**src/rtl/ex_divider.sv**
```systemverilog
// ex_divider: iterative restoring divider, one quotient bit per clock, signed/unsigned with start/busy/done handshake.
module ex_divider #(
  parameter int WIDTH = 32
) (
  input  logic             clk,
  input  logic             rst,
  input  logic             start,
  input  logic             is_signed,
  input  logic [WIDTH-1:0] dividend,
  input  logic [WIDTH-1:0] divisor,
  output logic             busy,
  output logic             done,
  output logic [WIDTH-1:0] quotient,
  output logic [WIDTH-1:0] remainder,
  output logic             div_by_zero
);
  typedef enum logic [1:0] {IDLE, RUN, DONE} state_t;
  state_t state, state_nx;
  logic [WIDTH:0] prem;
  logic [WIDTH-1:0] quo, dvs, cnt, abs_a, abs_b, q_fix, r_fix;
  logic [WIDTH:0] shifted, diff;
  logic neg_q, neg_r, accept, ge;
  assign accept = state == IDLE && start;
  assign abs_a = is_signed && dividend[WIDTH-1] ? -dividend : dividend;
  assign abs_b = is_signed && divisor[WIDTH-1] ? -divisor : divisor;
  // quo holds the remaining dividend bits and collects quotient bits from the bottom
  assign shifted = {prem[WIDTH-1:0], quo[WIDTH-1]};
  assign diff = shifted - {1'b0, dvs};
  assign ge = !diff[WIDTH];
  assign q_fix = neg_q ? -quo : quo;
  assign r_fix = neg_r ? -prem[WIDTH-1:0] : prem[WIDTH-1:0];
  assign busy = state != IDLE;
  assign done = state == DONE;
  always_comb begin
    state_nx = state;
    if (state == IDLE) state_nx = start ? (divisor == '0 ? DONE : RUN) : IDLE;
    else if (state == RUN) state_nx = cnt == '0 ? DONE : RUN;
    else state_nx = IDLE;
  end
  always_ff @(posedge clk) begin
    if (rst) begin
      state <= IDLE;
      prem <= '0;
      quo <= '0;
      dvs <= '0;
      cnt <= '0;
      neg_q <= 1'b0;
      neg_r <= 1'b0;
      quotient <= '0;
      remainder <= '0;
      div_by_zero <= 1'b0;
    end else begin
      state <= state_nx;
      if (accept) begin
        prem <= '0;
        quo <= abs_a;
        dvs <= abs_b;
        cnt <= WIDTH'(WIDTH);
        neg_q <= is_signed && (dividend[WIDTH-1] ^ divisor[WIDTH-1]);
        neg_r <= is_signed && dividend[WIDTH-1];
        if (divisor == '0) begin
          quotient <= '1;
          remainder <= dividend;
          div_by_zero <= 1'b1;
        end
      end else if (state == RUN) begin
        if (cnt != '0) begin
          prem <= ge ? diff : shifted;
          quo <= {quo[WIDTH-2:0], ge};
          cnt <= cnt - 1'b1;
        end else begin
          quotient <= q_fix;
          remainder <= r_fix;
          div_by_zero <= 1'b0;
        end
      end
    end
  end
endmodule

```
**config.mk**
```make
export PLATFORM = sky130hd
export DESIGN_NAME = ex_divider
export DESIGN_NICKNAME = d
export VERILOG_FILES = /design/src/rtl/ex_divider.sv
export SDC_FILE = /design/constraint.sdc
export NUM_CORES = 1
export LEC_CHECK = 0
export ABC_AREA = 0
export BUFFER_PORTS_ARGS = -buffer_cell sky130_fd_sc_hd__buf_2
export CORE_ASPECT_RATIO = 0.9
export CORE_MARGIN = 3
export CORE_UTILIZATION = 53
export CTS_BUF_LIST = sky130_fd_sc_hd__clkbuf_4 sky130_fd_sc_hd__clkbuf_8 sky130_fd_sc_hd__clkbuf_16
export DETAILED_ROUTE_END_ITERATION = 10
export GPL_ROUTABILITY_DRIVEN = 0
export HOLD_SLACK_MARGIN = 0.02
export PLACE_DENSITY = 0.73
export SLEW_MARGIN = 15
export SYNTH_ARGS = -nofsm -noshare
export SYNTH_HDL_FRONTEND = slang
export SYNTH_SLANG_ARGS = --single-unit
export TNS_END_PERCENT = 100
```
**constraint.sdc**
```tcl
create_clock -name clk -period 4 [get_ports clk]
set_clock_uncertainty 0.2 [all_clocks]
set_input_delay 0.6 -clock clk [delete_from_list [all_inputs] [get_ports clk]]
set_output_delay 0.6 -clock clk [all_outputs]
set_load 0.03 [all_outputs]
```
Word-level counts from Yosys, hierarchy flattened --
Cells that the tools add are included.
Storage, ports and cells: output and inout port bits 67, register bits 197
Cells by class: eq/ne operators 4, add/subtract/negate cells 6, bitwise operators 1, reduce and logical (&&, ||, !) cells 16, mux-type cells 28
Operators by type and width (count):
- 32-bit two-way mux | 16
- 32-bit negator | 4
- 32-bit logical NOT | 2
- 33-bit by 32-bit subtractor with 33-bit output | 1
- 32-bit nonzero test | 1
- 32-bit by 1-bit subtractor with 32-bit output (second input constant) | 1
- 6-bit two-way mux | 3
- 2-bit two-way mux | 5
- 2-bit nonzero test | 3
- 1-bit logical AND | 4
- 1-bit two-way mux | 4
- 2-bit AND reduction | 2
- 3-bit AND reduction | 1
- 2-bit by 1-bit == test with 1-bit output (second input constant) | 1
- 2-bit == test (second input constant) | 1
- 2-bit logical NOT | 1
- 2-bit by 1-bit != test with 1-bit output (second input constant) | 1
- 2-bit != test (second input constant) | 1
- 2-bit OR reduction | 1
- 1-bit logical NOT | 1
- 1-bit bitwise XOR | 1

Logic depth before layout (Yosys ltp) --
Gate-level depths: netlist of the first run.
depth in word-level cells 5, gate-level depth with buffers 13, depth with buffers taken out 11

Least setup slack after synthesis of the first run --
Ideal clock, no wire load.
path type register to register, from reg quo[31], to reg prem[24], library setup time 0.132 ns, stages on the path, launching flop included 13, arrival time 2.985 ns, buffers on the path 1, setup slack 0.683 ns, data required time 3.668 ns, cells stage by stage dfxtp_1 inv_1 ha_1 fa_1 nand2b_1 a21oi_1 o41ai_2 o41ai_1 a21oi_2 xnor2_2 buf_2 mux2i_1 a21oi_1
On the way: word-level cells in the longest chain between the ends 2
Ends and longest elaborated chain:
- start: declaration | RTL line 20 | logic [WIDTH-1:0] quo, dvs, cnt, abs_a, abs_b, q_fix, r_fix;
- start signal: assignment | RTL line 56 | quo <= abs_a;
- start signal: assignment | RTL line 69 | quo <= {quo[WIDTH-2:0], ge};
- 33-bit by 32-bit subtractor with 33-bit output | RTL line 28 | assign diff = shifted - {1'b0, dvs};
- 32-bit two-way mux | RTL line 68 | prem <= ge ? diff : shifted;
- end signal: assignment | RTL line 68
- end: declaration | RTL line 19 | logic [WIDTH:0] prem;
Every way passes these cells. A chain may end at the register's enable or synchronous reset.

Worst setup path in the final report of the first run --
Ends and elaborated chain as after synthesis.

==> results.ini, run 1 <==
[outcome]
outcome=finished, final reports clean

[clock_network]
cts_buffer_depth=2
cts_resized=0
cts_root_buffer=clkbuf_16
cts_setup_buffers=0
tritoncts=built
clock_latency_ps=450
cts_hold_buf=0
cts_sinks=197
cts_buffers=17
clk_pin_slew_ps=80
htree_levels=4

[grt]
grt_remaining_overflow=0
met2_usage_pct=42.2
grt_usage_pct=26.6
grt_busiest_layer=met2
grt_first_pass_wirelength_um=55500
use_met1_pct=36.4
use_met3_pct=4.88
grt_pass1_vias=10800
grt_max_degree=119
grt_antenna_before_repair=2

[layout]
nets=1784
final_common_cell=nor2_1
multi_input_area_um2=7900
fin_area_um2=13900
final_cell_mix=nor2_1 (213), dfxtp_1 (197), nand2_1 (144)
n_fill_cell=2086
regArea_um2=3940
drive_gt1_share_pct=12.6
area_delta_synth_final_pct=12.2
fin_util_pct=61.2

[setup_path]
ff2ff_path_depth=13
crit_type=reg -> reg
cp-end-kind=flop
crit_path_top_delay_cell=fa_1
critPathBufInv=3
critPathTopFamily=compound AO/OA/AOI/OAI gates
path_max_fanout=31
worst_path_most_repeated_cell=a21oi_1
slowest_delay_ps=410
crit-reg2reg-launch=quo[31]
cp-start-kind=flop
arrival_ps=3820
rrSetupSlack_ps=270
reg2reg_to=prem[24]
cp.required_ps=4090
path_cells=inv_1 > ha_1 > fa_1 > nand2b_1 > a21oi_1 > o41ai_2 > o41ai_1 > buf_4 > a21oi_2 > xnor2_4 > buf_12 > mux2i_1 > a21oi_1

[synth]
synth_seq_area_share_pct=31.7
syn_area_per_cell_um2=7.72
ys_types=72
synthCells=1609
synth-seq-cells=197
yosysTopAreaCell=dfxtp_1
syn_area_um2=12400
synthArstFlopShare_pct=0
synthFlopType=dfxtp_1
synthTopCellsByArea=dfxtp_1 (32%), xor2_1 (6.9%), nor2_1 (6.5%)
ys_warn_count=0
synth-edff-count=0
yosysTopAreaCellShare_pct=31.7
syn_nets=1716

[sta]
final.period_utilization_pct=93.2
rsz0062_at_grt=no
max_slew.worst_pin.slew_ps=1080
fin_crit_ps=3730
setup_tns_ps=0
finalHoldViolCount=0
fmax_mhz=268
max_slew_margin_pct=28.0
maxSlewViolCount=0
setup_viol=0

[place]
dpl.hpwl_um=25300
placed_cell_area_um2=13300
io_buffers=134

[detailed_routing]
route.detailed.drc=0
ant_nets=0
first_iter_violations=1258
wl_per_cell_um=17.5
firstDrtPassIters=7
drt-total-wl_um=34800
via_per_inst=5.99
vias=11900

[floorplan]
die_w_um=167
dieArea_um2=25300
die_y_um=151
start_util_pct=54.5
core-area_um2=22800
rows=52
io_pins=135

[min_path]
worstHoldStart=divisor[0]
hold_depth=3
hold_class=in -> reg
holdPathEnd=dvs[0]

[run]
maxCapViolCount=0

[worst reg2reg max path, cell delays in order, from the launching register on]
cell	delay, ps
dfxtp_1	350
inv_1	150
ha_1	270
fa_1	410
nand2b_1	180
a21oi_1	340
o41ai_2	190
o41ai_1	370
buf_4	200
a21oi_2	120
xnor2_4	190
buf_12	250
mux2i_1	260
a21oi_1	90
[worst max-delay path by stage]
stage	to	cells past startpoint	slack, ps	startpoint
floorplan	prem[24]	12	680	quo[31]
global placement	prem[24]	13	390	quo[31]
detailed placement	prem[24]	13	330	quo[31]
CTS	prem[24]	13	300	quo[31]
global route	prem[10]	13	90	quo[31]
finish	prem[24]	13	270	quo[31]
[sequential cells by signal, summed over array words and instances (netlist names)]
signal	count
div_by_zero	1
state	2
prem	32
neg_q	1
cnt	32
neg_r	1
quo	32
dvs	32
quotient	32
remainder	32
[final cells by class]
class                      count  share of cell area [%]
tap                          297                    2.67
timing repair buffer         155                    6.32
inverter                      56                    1.51
antenna                        2                  0.0359
sequential                   197                    28.3
multi-input combinational   1250                    56.6
clock buffer                  18                    3.11
clock inverter                14                    1.44
[synth_stat cells, drive strengths merged, types with 38 or more instances]
cell,instances
a211oi,82
a21oi,126
clkbuf,94
dfxtp,197
ha,38
inv,56
nand2,146
nor2,215
nor3,52
o21ai,86
xnor2,71
xor2,98
[kinds of logic after synthesis]
family / after synthesis / share of synthesized area (%)
flip-flops: 197 / 31.7
adder cells (fa/ha/maj): 39 / 3.99
AO/OA/AOI/OAI: 447 / 23.6
buffers and inverters: 162 / 5.10
multiplexers: 27 / 2.19
AND/OR/NAND/NOR: 568 / 21.4
XOR/XNOR: 169 / 12.0
[per-layer routing]
metal	part of all wire, %	vias to the layer above
li1	-	5917
met1	47	5536
met2	44	399
met3	6.1	67
met4	3.0	0
met5	0	-
[per-stage QoR]
stage	std cells	hold WS, ps	setup slack, ps
finish	1989	204	274
global route	1989	214	90.6
CTS	1986	193	300
detailed placement	1954	251	329
global placement	1954	242	386
floorplan	1609	232	683
Power of run 1 is not shown: default switching activity piles up to over one toggle a cycle in this logic, so the estimate is an artifact.
==> inputs of run 2 (changes only) <==
BUFFER_PORTS_ARGS = not set   (was -buffer_cell sky130_fd_sc_hd__buf_2)
DONT_BUFFER_PORTS = 1   (was not set)
PLACE_DENSITY = 0.68   (was 0.73)
==> run 2 against run 1 <==
  * First-iteration DRC count shrank 31%
  * Design area down 5.4%
  * Count of clock-buffer cells in the layout stayed put
  * Register-to-register slack improved by 130 ps
  * Final cell count down 6.6%
  * Flip-flop and latch count unchanged
  * Worst setup slack better by 130 ps
  * Critical path type unchanged
  * Largest cell class unchanged
==> results.ini, run 2 (synthesized netlist as in run 1, its figures left out) <==
[outcome]
outcome=finished, final reports clean  ; unchanged

[grt]
grt_remaining_overflow=0  ; unchanged
grt_max_degree=132  ; was 119
grt_first_pass_wirelength_um=55100  ; was 55500 µm
grt_usage_pct=26.3  ; was 26.6%
grt_antenna_before_repair=0  ; was 2
grt_pass1_vias=10400  ; was 10800

[floorplan]
io_pins=135  ; unchanged
core-area_um2=22800  ; unchanged
rows=52  ; unchanged
dieArea_um2=25300  ; unchanged
die_y_um=151  ; unchanged
die_w_um=167  ; unchanged
start_util_pct=54.5  ; unchanged

[sta]
max_slew_margin_pct=35.6  ; was 28.0%
setup_tns_ps=0  ; unchanged
fin_crit_ps=3600  ; was 3730 ps
setup_viol=0  ; unchanged
finalHoldViolCount=0  ; unchanged
rsz0062_at_grt=no  ; unchanged
fmax_mhz=278  ; was 268 MHz
setup_ws_ps=401  ; was 274 ps
max_slew.worst_pin.slew_ps=965  ; was 1080 ps
final.period_utilization_pct=90.0  ; was 93.2%
maxSlewViolCount=0  ; unchanged

[layout]
fin_util_pct=57.9  ; was 61.2%
diodes=0  ; was 2
area_delta_synth_final_pct=6.21  ; was 12.2%
drive_gt1_share_pct=5.32  ; was 12.6%
final_common_cell=nor2_1  ; unchanged
final_cell_mix=nor2_1 (213), dfxtp_1 (197), nand2_1 (144)  ; unchanged
nets=1655  ; was 1784
n_fill_cell=2184  ; was 2086

[setup_path]
slowest_delay_ps=420  ; was 410 ps
cp-end-kind=flop  ; unchanged
crit_path_top_delay_cell=o41ai_1  ; was fa_1
path_max_fanout=32  ; was 31
arrival_ps=3670  ; was 3820 ps
crit_type=reg -> reg  ; unchanged
crit_start=quo[31]  ; unchanged
path_cells=inv_1 > ha_1 > fa_1 > nand2b_1 > a21oi_1 > o41ai_2 > o41ai_1 > buf_4 > a21oi_2 > xnor2_4 > buf_12 > mux2i_1 > a211oi_1  ; was inv_1 > ha_1 > fa_1 > nand2b_1 > a21oi_1 > o41ai_2 > o41ai_1 > buf_4 > a21oi_2 > xnor2_4 > buf_12 > mux2i_1 > a21oi_1
cp-start-kind=flop  ; unchanged
cp.required_ps=4070  ; was 4090 ps
crit-reg2reg-launch=quo[31]  ; unchanged

[detailed_routing]
route.detailed.drc=0  ; unchanged
vias=11400  ; was 11900
via_per_inst=6.13  ; was 5.99
ant_nets=0  ; unchanged
drt-total-wl_um=34100  ; was 34800 µm
wl_per_cell_um=18.4  ; was 17.5 µm
firstDrtPassIters=5  ; was 7
first_iter_violations=870  ; was 1258

[clock_network]
cts_buffers=17  ; unchanged
tritoncts=built  ; unchanged
cts_hold_buf=0  ; unchanged
clock_latency_ps=440  ; was 450 ps
cts_root_buffer=clkbuf_16  ; unchanged
cts_setup_buffers=0  ; unchanged
cts_sinks=197  ; unchanged
htree_levels=4  ; unchanged
cts_buffer_depth=2  ; unchanged
cts_resized=0  ; unchanged
clk_pin_slew_ps=80  ; about the same

[place]
dpl.hpwl_um=25100  ; was 25300 µm
io_buffers=0  ; was 134
post-place-ws_ps=503  ; was 329 ps

[run]
maxCapViolCount=0  ; unchanged

[min_path]
hold_class=in -> reg  ; unchanged
worstHoldStart=rst  ; was divisor[0]

-- run 2: cell types whose count changed in the layout (fill, tap and decap cells not counted) --
cell / before / now
buf_12: 4 / 2
buf_2: 133 / 0
buf_4: 18 / 24
bufinv_16: 1 / 0
clkinv_2: 0 / 3
clkinv_4: 1 / 2
clkinv_8: 6 / 2
diode_2: 2 / 0
inv_12: 1 / 0
inv_6: 3 / 5
inv_8: 2 / 1
-- run 2: cell type report --
type,count,area [µm²],area share [%]
repair buffers,26,220,1.67
clock inverters,13,120,0.910
flip-flops and latches,197,3940,29.9
clock buffers,18,433,3.28
well taps,297,372,2.82
multi-input cells,1250,7900,59.8
inverters,56,210,1.59
-- run 2: worst paths after layout --
check,endpoint,slack (ps),cells past startpoint
max reg2reg,prem[12],400,13
max,prem[12],400,13
min reg2reg,dvs[15],250,2
min,cnt[5],50,1
-- run 2: stage by stage --
| stage | cell area [µm²] | cells | hold WS, ps |
|---|---|---|---|
| detailed placement | 12600 | 1825 | 242 |
| CTS | 13200 | 1856 | 28.0 |
| finish | 13200 | 1857 | 54.4 |
| global placement | 12600 | 1825 | 237 |
| floorplan | 12400 | 1609 | 232 |
| global route | 13200 | 1857 | 30.5 |
-- run 2: per-layer routing --
metal	routed length (µm)	track usage (%)
met1	15800	36.1
met5	0	0
met2	15000	42.1
met3	2270	4.91
met4	988	8.88
-- run 2: worst max-delay path, delay by kind of cell, from the launching register on --
family | cells | cell delay (ps)
AOI/OAI and AO/OA | 5 | 1110
adders and majority gates | 2 | 630
buffers and inverters | 3 | 530
DFF | 1 | 350
muxes | 1 | 210
xor gates and xnor gates | 1 | 190
and+or+nand+nor | 1 | 180
Power of run 2 is left out for the same reason.
==> inputs of run 3 (changes only) <==
CORE_UTILIZATION = 65   (was 53)
PLACE_DENSITY = 0.81   (was 0.68)
RECOVER_POWER = 50   (was not set)
clock period = 3.4 ns   (was 4 ns; I/O delays follow)
==> run 3 against run 2 <==
  * Die area fell by 18%
  * Critical endpoint is now prem[24]
  * Hold slack got worse by 32 ps
  * Critical path depth fell by 1
  * Register-to-register slack got worse by 220 ps
  * Fmax rose by 12%
  * Core utilization rose by 14 points
  * Largest cell class unchanged
  * Critical path type unchanged
  * First-iteration DRC count rose by 39%
==> results.ini, run 3 (synthesized netlist as in run 1, its figures left out) <==
[sta]
max_slew_margin_pct=15.3  ; was 35.6%
final.period_utilization_pct=94.5  ; was 90.0%
finalHoldViolCount=0  ; unchanged
maxSlewViolCount=0  ; unchanged
max_slew.worst_pin.slew_ps=1270  ; was 965 ps
setup_viol=0  ; unchanged
rsz0062_at_grt=no  ; unchanged
fin_crit_ps=3210  ; was 3600 ps
fmax_mhz=311  ; was 278 MHz

[detailed_routing]
wl_per_cell_um=18.4  ; about the same
via_per_inst=6.44  ; was 6.13
route.detailed.drc=0  ; unchanged
drt-total-wl_um=33700  ; was 34100 µm
ant_nets=0  ; unchanged
vias=11800  ; was 11400
firstDrtPassIters=6  ; was 5
first_iter_violations=1211  ; was 870

[clock_network]
cts_root_buffer=clkbuf_16  ; unchanged
cts_buffer_depth=2  ; unchanged
tritoncts=built  ; unchanged
clock_latency_ps=450  ; was 440 ps
clk_pin_slew_ps=70  ; was 80 ps
cts_sinks=197  ; unchanged
htree_levels=4  ; unchanged
cts_buffers=17  ; unchanged

[setup_path]
crit_start=quo[31]  ; unchanged
cp-end-kind=flop  ; unchanged
path_cells=inv_1 > ha_1 > fa_1 > nand2b_1 > a21oi_2 > o41ai_2 > buf_4 > o41a_1 > o21ai_0 > xor2_1 > mux2i_1 > a21oi_1  ; was inv_1 > ha_1 > fa_1 > nand2b_1 > a21oi_1 > o41ai_2 > o41ai_1 > buf_4 > a21oi_2 > xnor2_4 > buf_12 > mux2i_1 > a211oi_1
crit_type=reg -> reg  ; unchanged
crit-reg2reg-launch=quo[31]  ; unchanged
cp.required_ps=3580  ; was 4070 ps
slowest_delay_ps=480  ; was 420 ps
path_max_fanout=3  ; was 32
arrival_ps=3390  ; was 3670 ps
crit_path_top_delay_cell=o41a_1  ; was o41ai_1
rrSetupSlack_ps=190  ; was 400 ps
cp-start-kind=flop  ; unchanged

[layout]
area_delta_synth_final_pct=7.42  ; was 6.21%
fin_area_um2=13300  ; was 13200 µm²
drive_gt1_share_pct=6.26  ; was 5.32%
fin_cells=1826  ; was 1857
final_cell_mix=nor2_1 (213), dfxtp_1 (197), nand2_1 (145)  ; was nor2_1 (213), dfxtp_1 (197), nand2_1 (144)
nets=1675  ; was 1655
n_fill_cell=1539  ; was 2184
diodes=0  ; unchanged
final_common_cell=nor2_1  ; unchanged

[floorplan]
start_util_pct=66.8  ; was 54.5%
die_w_um=152  ; was 167 µm
core-area_um2=18600  ; was 22800 µm²
die_y_um=137  ; was 151 µm
rows=47  ; was 52
io_pins=135  ; unchanged
dieArea_um2=20800  ; was 25300 µm²

[grt]
grt_pass1_vias=10500  ; was 10400
met2_usage_pct=49.4  ; was 42.1%
grt_max_degree=128  ; was 132
use_met1_pct=43.4  ; was 36.1%
grt_first_pass_wirelength_um=53400  ; was 55100 µm
use_met3_pct=6.95  ; was 4.91%
grt_antenna_before_repair=0  ; unchanged
grt_remaining_overflow=0  ; unchanged
grt_busiest_layer=met2  ; unchanged
grt_usage_pct=31.8  ; was 26.3%

[run]
maxCapViolCount=0  ; unchanged

[place]
placed_cell_area_um2=12700  ; was 12600 µm²
io_buffers=0  ; unchanged
dp.cells=1789  ; was 1825
dpl.hpwl_um=24600  ; was 25100 µm

[min_path]
hold_class=in -> reg  ; unchanged
worstHoldStart=is_signed  ; was rst

[outcome]
outcome=finished, final reports clean  ; unchanged

-- run 3: cell types whose count changed in the layout (fill, tap and decap cells not counted), moves of 2 or more --
cell           previous run  this run
buf_16                    0         2
buf_4                    24        34
inv_8                     1         3
dlygate4sd3_1             0         3
inv_6                     5         3
-- run 3: worst paths after layout --
kind,depth (start not counted),endpoint
setup / recovery,12,prem[24]
hold / removal,2,neg_q
setup reg to reg,12,prem[24]
hold reg to reg,2,dvs[15]
-- run 3: stage by stage --
stage | setup TNS (ps) | hold slack (ps) | utilization (%) | setup slack [ps]
2_1_floorplan | 0 | 232 | - | 82.7
4_1_cts | 0 | 21.5 | 71.8 | 15.8
5_1_grt | 0 | 33.0 | 71.8 | 5.44
3_5_place_dp | -145 | 243 | 68.5 | -106
3_3_place_gp | 0 | 237 | 68.5 | 17.9
6_report | 0 | 22.6 | 71.8 | 186
-- run 3: routing by layer --
| metal | share of wire (%) | vias up |
|---|---|---|
| met1 | 43 | 5467 |
| met5 | 0 | - |
| met4 | 3.3 | 0 |
| met2 | 45 | 530 |
| li1 | - | 5689 |
| met3 | 8.8 | 74 |
-- run 3: area by class of cell --
cell class / instances / area, µm² / share of cell area (%)
multi-input combinational: 1250 / 7890 / 59.1
timing repair buffer: 46 / 424 / 3.18
clock inverter: 15 / 145 / 1.09
clock buffer: 17 / 425 / 3.19
sequential: 197 / 3940 / 29.6
inverter: 56 / 210 / 1.58
tap: 245 / 307 / 2.30
-- run 3: timing repair --
item / CTS / global route
hold endpoints to repair: 127 / 1
setup endpoints to repair: 0 / 35
gates resized for setup: 0 / 4
hold buffers: 3 / 1
setup buffers: 0 / 0
-- run 3: critical path, delay by kind of cell, from the launching register on --
kind                       cells  cell delay (ps)
AOI/OAI and AO/OA              5             1160
muxes                          1              120
and+or+nand+nor                1              190
DFF                            1              330
xor gates and xnor gates       1              260
adders and majority gates      2              630
buffers and inverters          2              260
Power of run 3 is left out for the same reason.
